## src/rtl/gray_pkg.sv

```systemverilog
// rtl/gray_pkg.sv - shared Gray-code constants and conversion helper
package gray_pkg;

  localparam int GRAY_W_DEFAULT = 4;
  localparam int GRAY_W_MAX     = 32;

  // Prefix-XOR form; narrower codes zero-extend, which leaves their low bits exact.
  function automatic logic [GRAY_W_MAX-1:0] gray2bin(input logic [GRAY_W_MAX-1:0] g);
    logic [GRAY_W_MAX-1:0] b;
    b = g;
    for (int s = 1; s < GRAY_W_MAX; s = s << 1) begin
      b = b ^ (b >> s);
    end
    return b;
  endfunction

endpackage

```

## src/rtl/gray2bin_comb.sv

```systemverilog
// rtl/gray2bin_comb.sv - combinational Gray-to-binary XOR chain
module gray2bin_comb
  import gray_pkg::*;
#(
  parameter int WIDTH = GRAY_W_DEFAULT
) (
  input  logic [WIDTH-1:0] g,
  output logic [WIDTH-1:0] b
);

  logic acc;

  // Running XOR from the MSB down: b[i] is the parity of g[WIDTH-1:i].
  always_comb begin
    b   = '0;
    acc = 1'b0;
    for (int i = WIDTH - 1; i >= 0; i--) begin
      acc  = acc ^ g[i];
      b[i] = acc;
    end
  end

endmodule

```

## src/rtl/gray_to_bin.sv

```systemverilog
// rtl/gray_to_bin.sv - registered Gray-to-binary converter with valid strobe
module gray_to_bin
  import gray_pkg::*;
#(
  parameter int WIDTH = GRAY_W_DEFAULT
) (
  input  logic             clk,
  input  logic             rst_n,
  input  logic             in_valid,
  input  logic [WIDTH-1:0] g,
  output logic             out_valid,
  output logic [WIDTH-1:0] b
);

  logic [WIDTH-1:0] b_next;

  gray2bin_comb #(
    .WIDTH(WIDTH)
  ) u_comb (
    .g(g),
    .b(b_next)
  );

  // b keeps its last result while idle; out_valid marks only fresh words.
  always_ff @(posedge clk or negedge rst_n) begin
    if (!rst_n) begin
      b         <= '0;
      out_valid <= 1'b0;
    end else begin
      out_valid <= in_valid;
      if (in_valid) begin
        b <= b_next;
      end
    end
  end

endmodule

```

## config.mk

```make
export PLATFORM = sky130hd
export DESIGN_NAME = gray_to_bin
export DESIGN_NICKNAME = d
export VERILOG_FILES = /design/src/rtl/gray_pkg.sv /design/src/rtl/gray2bin_comb.sv /design/src/rtl/gray_to_bin.sv
export SDC_FILE = /design/constraint.sdc
export NUM_CORES = 1
export LEC_CHECK = 0
export CAP_MARGIN = 5
export CORE_AREA = 3 3 40 42
export DETAILED_ROUTE_END_ITERATION = 12
export DIE_AREA = 0 0 43 45
export GPL_ROUTABILITY_DRIVEN = 0
export PLACE_DENSITY_LB_ADDON = 0.05
export SLEW_MARGIN = 20
export SYNTH_ARGS = -nofsm -noshare
export SYNTH_HDL_FRONTEND = slang
export SYNTH_SLANG_ARGS = --single-unit
```

## constraint.sdc

```tcl
create_clock -name clk -period 0.8 [get_ports clk]
set_input_delay 0.16 -clock clk [delete_from_list [all_inputs] [get_ports clk]]
set_output_delay 0.16 -clock clk [all_outputs]
set_load 0.05 [all_outputs]
```

# Yosys cells after proc, flatten, opt, wreduce, memory -nomap -nowiden
# Cells that the tools add are included.
# totals
out_inout_bits	5
elab_cells	5
in_bits	7
register_bits	5
# classes
bitwise	3
# op_table
cell	count
1-bit bitwise XOR	3

# Longest topological paths before layout
# Gate-level depths: netlist of the first run.
# depth
ltp_word	3
ltp_mapped	3
ltp_nobuf	3

# By module
# Synthesis of the first run repeated with hierarchy kept, for this count alone.
# unflattened
hier_cells	15
area_unflattened_um2	227.7
# by_module_without_submodules
mod	cells_per_inst	n_inst	seq_area_each_um2	area_per_inst_um2
gray_to_bin	9	1	125.1	170.2
gray2bin_comb	6	1	0.0	57.6

# Worst setup path before layout of the first run
# No wires, ideal clock.
# synth_timing
path_kind	flip-flop to flip-flop
startpoint	register, netlist name b[1]
endpoint	register b[1]
slack_ps	-194
required_time_ps	675
stages_incl_launch_ff	2
setup_time_ps	125
period_less_slack_ps	994
arrival_time_ps	869
n_path_buf	0
path_cell_list	dfrtp_1 -> mux2_4
# synth_rtl
element	line_no	rtl
end signal: assignment	gray_to_bin.sv:32	b <= b_next;
end: declaration	gray_to_bin.sv:12	output logic [WIDTH-1:0] b

# Worst setup path after layout of the first run
# layout_timing
startpoint	register b[0]
endpoint	output b[0]
# No word-level cell between the ends.

==> impl_metrics.py, run 1 <==
metrics = {
    "worst_setup_path": {
        "cp_slowest_stage_delay_ps": 420,
        "crit_buf_inv": 1,
        "crit_path_start_kind": "flip-flop",
        "cp-end-kind": "primary output",
        "cp_max_fo": 2,
        "crit_type": "flip-flop to primary output",
        "path_delay_family": "flip-flops",
        "cp_cell_sequence": "buf_12",
        "cp_slowest_cell": "dfrtp_2",
        "cp.required_ps": 640,
        "critPathArrivalTime_ps": 810,
    },
    "synthesis": {
        "synth_nets": 22,
        "netlist-cell-type-count": 7,
        "syn_inst": 15,
        "ys_warn_count": 0,
        "synth.avg_cell_area_sq_um": 14.1,
        "syn_area_sq_um": 211,
        "synth_seq_area_share_pct": 59.2,
        "ys_seq_elements": 5,
    },
    "final_layout": {
        "drive_gt1_share_pct": 62.5,
        "nets": 40,
        "final_cell_mix": "buf_12, dfrtp_2, clkbuf_4",
        "antenna_cells": 0,
        "final_common_cell": "buf_12",
        "area_delta_synth_final_pct": 108,
    },
    "drt": {
        "ant_nets": 0,
        "vias": 170,
        "drt_iter0_drc": 1,
        "wirelength_um": 504,
        "post_drt_wl_per_cell_um": 10.7,
        "drcViolationCount": 0,
        "dr.pass1.iters": 3,
        "via_per_inst": 3.62,
    },
    "global_route": {
        "gr-usage-all-layers_pct": 6.69,
        "overflow": 0,
        "grt_pass1_vias": 175,
        "grt_pass1_wl_um": 814,
        "antenna_found_initial": 0,
        "grt_start_max_net_pins": 6,
    },
    "sta": {
        "skew_ps": 0,
        "slew_viol_final": 0,
        "min_period_ps": 970,
        "whs_ps": 153,
        "setup-tns-final_ps": -805,
        "fmaxAchievable_mhz": 1030,
        "rsz0062_at_grt": "yes",
        "fin_ws_ps": -170,
        "finalHoldViolations": 0,
        "worst_pin_slew_ps": 254,
        "layout_worst_path_cycle_share_pct": 121,
        "relSlewSlack_pct": 83.0,
        "finalSetupViolations": 6,
    },
    "cts": {
        "clk_path_buf_depth": 2,
        "cts_inserted_buffers": 3,
        "htree_levels": 1,
        "cts_setup_buffers": 0,
        "cts.clk_slew.worst_paths_ps": 40,
        "cts-root-buf": "clkbuf_4",
        "cts_tree": "yes",
        "cts_sinks": 5,
        "cts_hold_buf": 0,
        "insertion_delay_ps": 240,
    },
    "status": {
        "violations": "setup timing",
        "outcome": "finished, violations left",
    },
    "die": {
        "core_area_sq_um": 1280,
        "chipHeight_um": 45,
        "die_width_um": 43,
        "die_area_sq_um": 1940,
        "num_io_pins": 12,
        "std_cell_rows": 13,
        "start_util_pct": 16.5,
    },
    "power": {
        "cellPowerDensity_nw_per_um2": 2280,
        "cellLeakagePower_uw": 0.000200,
        "ir_drop_uv": 729,
        "total_power_uw": 1000,
    },
    "placed_design": {
        "dp_worst_setup_slack_ps": -507,
        "dp_hpwl_um": 382,
        "port_buffers": 11,
    },
    "run": {
        "maxCapViolCount": 0,
    },
    "worst_hold_path": {
        "holdCritPathClass": "input pin to async pin",
    },
}
## kinds of logic (layout without fill, tap and decap cells)
| logic type | count (synthesis) | count (layout) | synth area share, % |
|---|---|---|---|
| flops | 5 | 5 | 59.2 |
| xor+xnor | 4 | 4 | 20.1 |
| compound gates | 2 | 2 | 4.73 |
| mux | 2 | 2 | 12.4 |
| simple gates | 2 | 2 | 3.55 |
| buf+inv | 0 | 17 | 0 |
## layout make-up
class	count	area, sq um
multi-input cells	10	93.8
well taps	15	18.8
repair buffers	13	171
clock buffers	4	26.3
flip-flops and latches	5	130
fillers	129	845
## power breakdown
group	switching [uW]	internal [uW]
logic	178	203
registers	34.3	294
clock network	105	189
## sequential cells by signal, summed over array words and instances (netlist names)
name and count:
out_valid 1, b 4
## cells in the mapped netlist, drive strengths merged
library cell  number  share of area, %
a21oi              2               4.7
dfrtp              5                59
mux2               2                12
nor2               2               3.6
xnor2              4                20
## layer usage
metal  routed length, um  share of wire [%]  track usage (%)
met5                   0                  0                0
met4                  14                2.8             10.8
met3                  66                 13             3.59
met2                 192                 38             7.49
met1                 230                 46             6.85
## final timing paths
kind	slack [ps]	start	cells past startpoint	end
setup / recovery	-170	b[0]	1	b[0]
hold / removal	150	rst_n	1	out_valid
setup reg to reg	0	b[1]	1	b[1]
hold reg to reg	550	b[3]	1	b[3]
max in group asynchronous	430	rst_n	1	b[0]
min in group clk	210	g[3]	2	b[3]
## stage by stage
| stage | util, % | instance area (sq um) | std cells |
|---|---|---|---|
| after floorplan | - | 216 | 15 |
| after global placement | 31.9 | 410 | 43 |
| after detailed placement | 31.9 | 410 | 43 |
| after CTS | 33.9 | 435 | 47 |
| after global routing | 34.3 | 440 | 47 |
| final | 34.3 | 440 | 47 |
## what timing repair did
action	CTS	global route
pin swaps	4	1
gates resized for setup	7	3
endpoints found under the setup margin	9	7
Power figures use the tool's default switching activity.
==> inputs of run 2 (changes only) <==
--- a/config.mk
+++ b/config.mk
@@ -6,12 +6,11 @@
 export NUM_CORES = 1
 export LEC_CHECK = 0
 export CAP_MARGIN = 5
-export CORE_AREA = 3 3 40 42
+export CORE_AREA = 2 2 39 41
 export DETAILED_ROUTE_END_ITERATION = 12
-export DIE_AREA = 0 0 43 45
+export DIE_AREA = 0 0 41 43
 export GPL_ROUTABILITY_DRIVEN = 0
 export PLACE_DENSITY_LB_ADDON = 0.05
-export SLEW_MARGIN = 20
 export SYNTH_ARGS = -nofsm -noshare
 export SYNTH_HDL_FRONTEND = slang
 export SYNTH_SLANG_ARGS = --single-unit
==> run 2 against run 1 <==
  * The flow still finishes with violations (setup timing)
  * Power grew 1.3%
  * Fmax shrank 0.65%
  * Global-route usage grew 0.45 points
  * First-iteration DRC count grew to 4.0 times the previous value
  * Combinational power grew 1%
  * Setup slack lost 6.3 ps
  * Non-clock buffer count grew 2
  * Critical path type unchanged
==> impl_metrics.py, run 2 (synthesized netlist as in run 1, its figures left out) <==
metrics = {
    "die": {
        "std_cell_rows": 14,
        "start_util_pct": 15.3,
        "die_width_um": 41,
        "num_io_pins": 12,
        "die_area_sq_um": 1760,
        "chipHeight_um": 43,
        "core_area_sq_um": 1380,
    },
    "power": {
        "cellLeakagePower_uw": 0.000196,
        "cellPowerDensity_nw_per_um2": 2310,
        "comb_power_share_pct": 38.0,
        "power_switching_uw": 325,
        "seqPwrFrac_pct": 32.3,
        "internal_power_uw": 691,
        "ir_drop_uv": 619,
        "clockPowerShare_pct": 29.7,
        "p_sw_share_pct": 32.0,
    },
    "sta": {
        "layout_worst_path_cycle_share_pct": 122,
        "fin_ws_ps": -176,
        "finalHoldViolations": 0,
        "setup-tns-final_ps": -824,
        "skew_ps": 0,
        "finalSetupViolations": 6,
        "slew_viol_final": 0,
        "rsz0062_at_grt": "yes",
        "min_period_ps": 976,
        "relSlewSlack_pct": 82.8,
        "worst_pin_slew_ps": 257,
        "fmaxAchievable_mhz": 1020,
        "whs_ps": 148,
    },
    "drt": {
        "dr.pass1.iters": 4,
        "via_per_inst": 3.66,
        "drcViolationCount": 0,
        "vias": 183,
        "ant_nets": 0,
        "post_drt_wl_per_cell_um": 9.88,
        "drt_iter0_drc": 4,
        "wirelength_um": 494,
    },
    "cts": {
        "cts.clk_slew.worst_paths_ps": 50,
        "cts_sinks": 5,
        "cts-root-buf": "clkbuf_4",
        "cts_tree": "yes",
        "cts_inserted_buffers": 3,
        "clk_path_buf_depth": 2,
        "htree_levels": 1,
        "insertion_delay_ps": 240,
    },
    "final_layout": {
        "area_delta_synth_final_pct": 108,
        "fin_area_sq_um": 439,
        "antenna_cells": 0,
        "drive_gt1_share_pct": 61.8,
        "n_fill_cell": 143,
        "stdcell_count": 50,
        "final_common_cell": "buf_12",
        "nets": 42,
        "multiInputGateArea_sq_um": 86.3,
        "registers.top_by_ff_count": "b",
        "reg_top3": "b: 4 flops, out_valid: 1 flops",
        "final_cell_mix": "buf_12, dfrtp_2, buf_4",
        "ff_latch_area_sq_um": 130,
        "largest_register_ffs": 4,
    },
    "worst_setup_path": {
        "cp_slowest_stage_delay_ps": 420,
        "crit_cells": 1,
        "cp-end-kind": "primary output",
        "cp_slowest_cell": "dfrtp_2",
        "critPathArrivalTime_ps": 820,
        "cp.required_ps": 640,
        "ff2ff_setup_slack_ps": 0,
        "reg2reg_from": "b[1]",
        "cp_cell_sequence": "buf_12",
        "crit_type": "flip-flop to primary output",
        "crit_path_start_kind": "flip-flop",
        "rr_endpoint": "b[1]",
        "cp_max_fo": 2,
        "path_delay_family": "flip-flops",
        "crit_buf_inv": 1,
        "critPathLaunch": "b[1]",
        "ff2ff_path_depth": 1,
    },
    "global_route": {
        "grt_start_max_net_pins": 6,
        "grt_pass1_vias": 194,
        "antenna_found_initial": 0,
        "grt_pass1_wl_um": 779,
        "overflow": 0,
        "gr-usage-all-layers_pct": 7.14,
    },
    "placed_design": {
        "placed_cells": 44,
        "placed_cell_area_sq_um": 412,
        "port_buffers": 11,
        "dp_worst_setup_slack_ps": -562,
    },
    "status": {
        "outcome": "finished, violations left",
        "violations": "setup timing",
    },
    "worst_hold_path": {
        "holdCritPathClass": "input pin to async pin",
    },
    "run": {
        "maxCapViolCount": 0,
    },
}
==> run 2: changes by cell type in the layout (fill, tap and decap cells not counted) <==
cell             previous run  this run
xnor2_2                     2         1
dlymetal6s2s_1              1         0
dlygate4sd2_1               2         3
xnor2_1                     2         3
clkdlybuf4s15_2             1         0
clkbuf_2                    1         2
buf_4                       2         4
==> run 2: final cells by class <==
class	instances	area share, %
Tap cell	16	4.56
Timing Repair Buffer	15	40.2
Clock buffer	4	5.98
Multi-Input combinational cell	10	19.7
Sequential cell	5	29.6
==> run 2: how the worst max path moves through the flow <==
| stage | slack (ps) | endpoint |
|---|---|---|
| 6_report | -180 | b[1] |
| 5_1_grt | -190 | b[1] |
| 4_1_cts | -190 | b[1] |
| 3_5_place_dp | -560 | b[1] |
| 3_3_place_gp | -570 | b[1] |
| 2_1_floorplan | -110 | b[1] |
==> run 2: what timing repair did <==
| action | in CTS | in global routing |
|---|---|---|
| buffers inserted | 1 | 1 |
| hold buffers | 0 | 0 |
| endpoints found under the hold margin | 0 | 0 |
| setup endpoints to repair | 9 | 8 |
| pin swaps | 4 | 2 |
| resized for setup | 7 | 2 |
==> run 2: per-layer routing <==
metal	wire length, um	track usage (%)	share of wire (%)	up-vias
met3	36	3.14	7.3	0
li1	-	-	-	89
met5	0	0	0	-
met1	183	7.77	37	89
met2	273	10.0	55	5
met4	0	6.00	0	0
==> run 2: metrics by stage <==
stage | utilization [%] | power (uW)
floorplan | - | 496
global placement | 29.7 | 717
detailed placement | 29.7 | 719
CTS | 31.9 | 1030
global route | 31.7 | 1070
finish | 31.7 | 1020
==> run 2: power groups by stage <==
stage	clock [uW]	sequential [uW]	combinational (uW)
floorplan	0	433	63.1
global placement	0	333	384
detailed placement	0	334	385
CTS	319	329	385
global route	329	331	406
finish	301	328	386
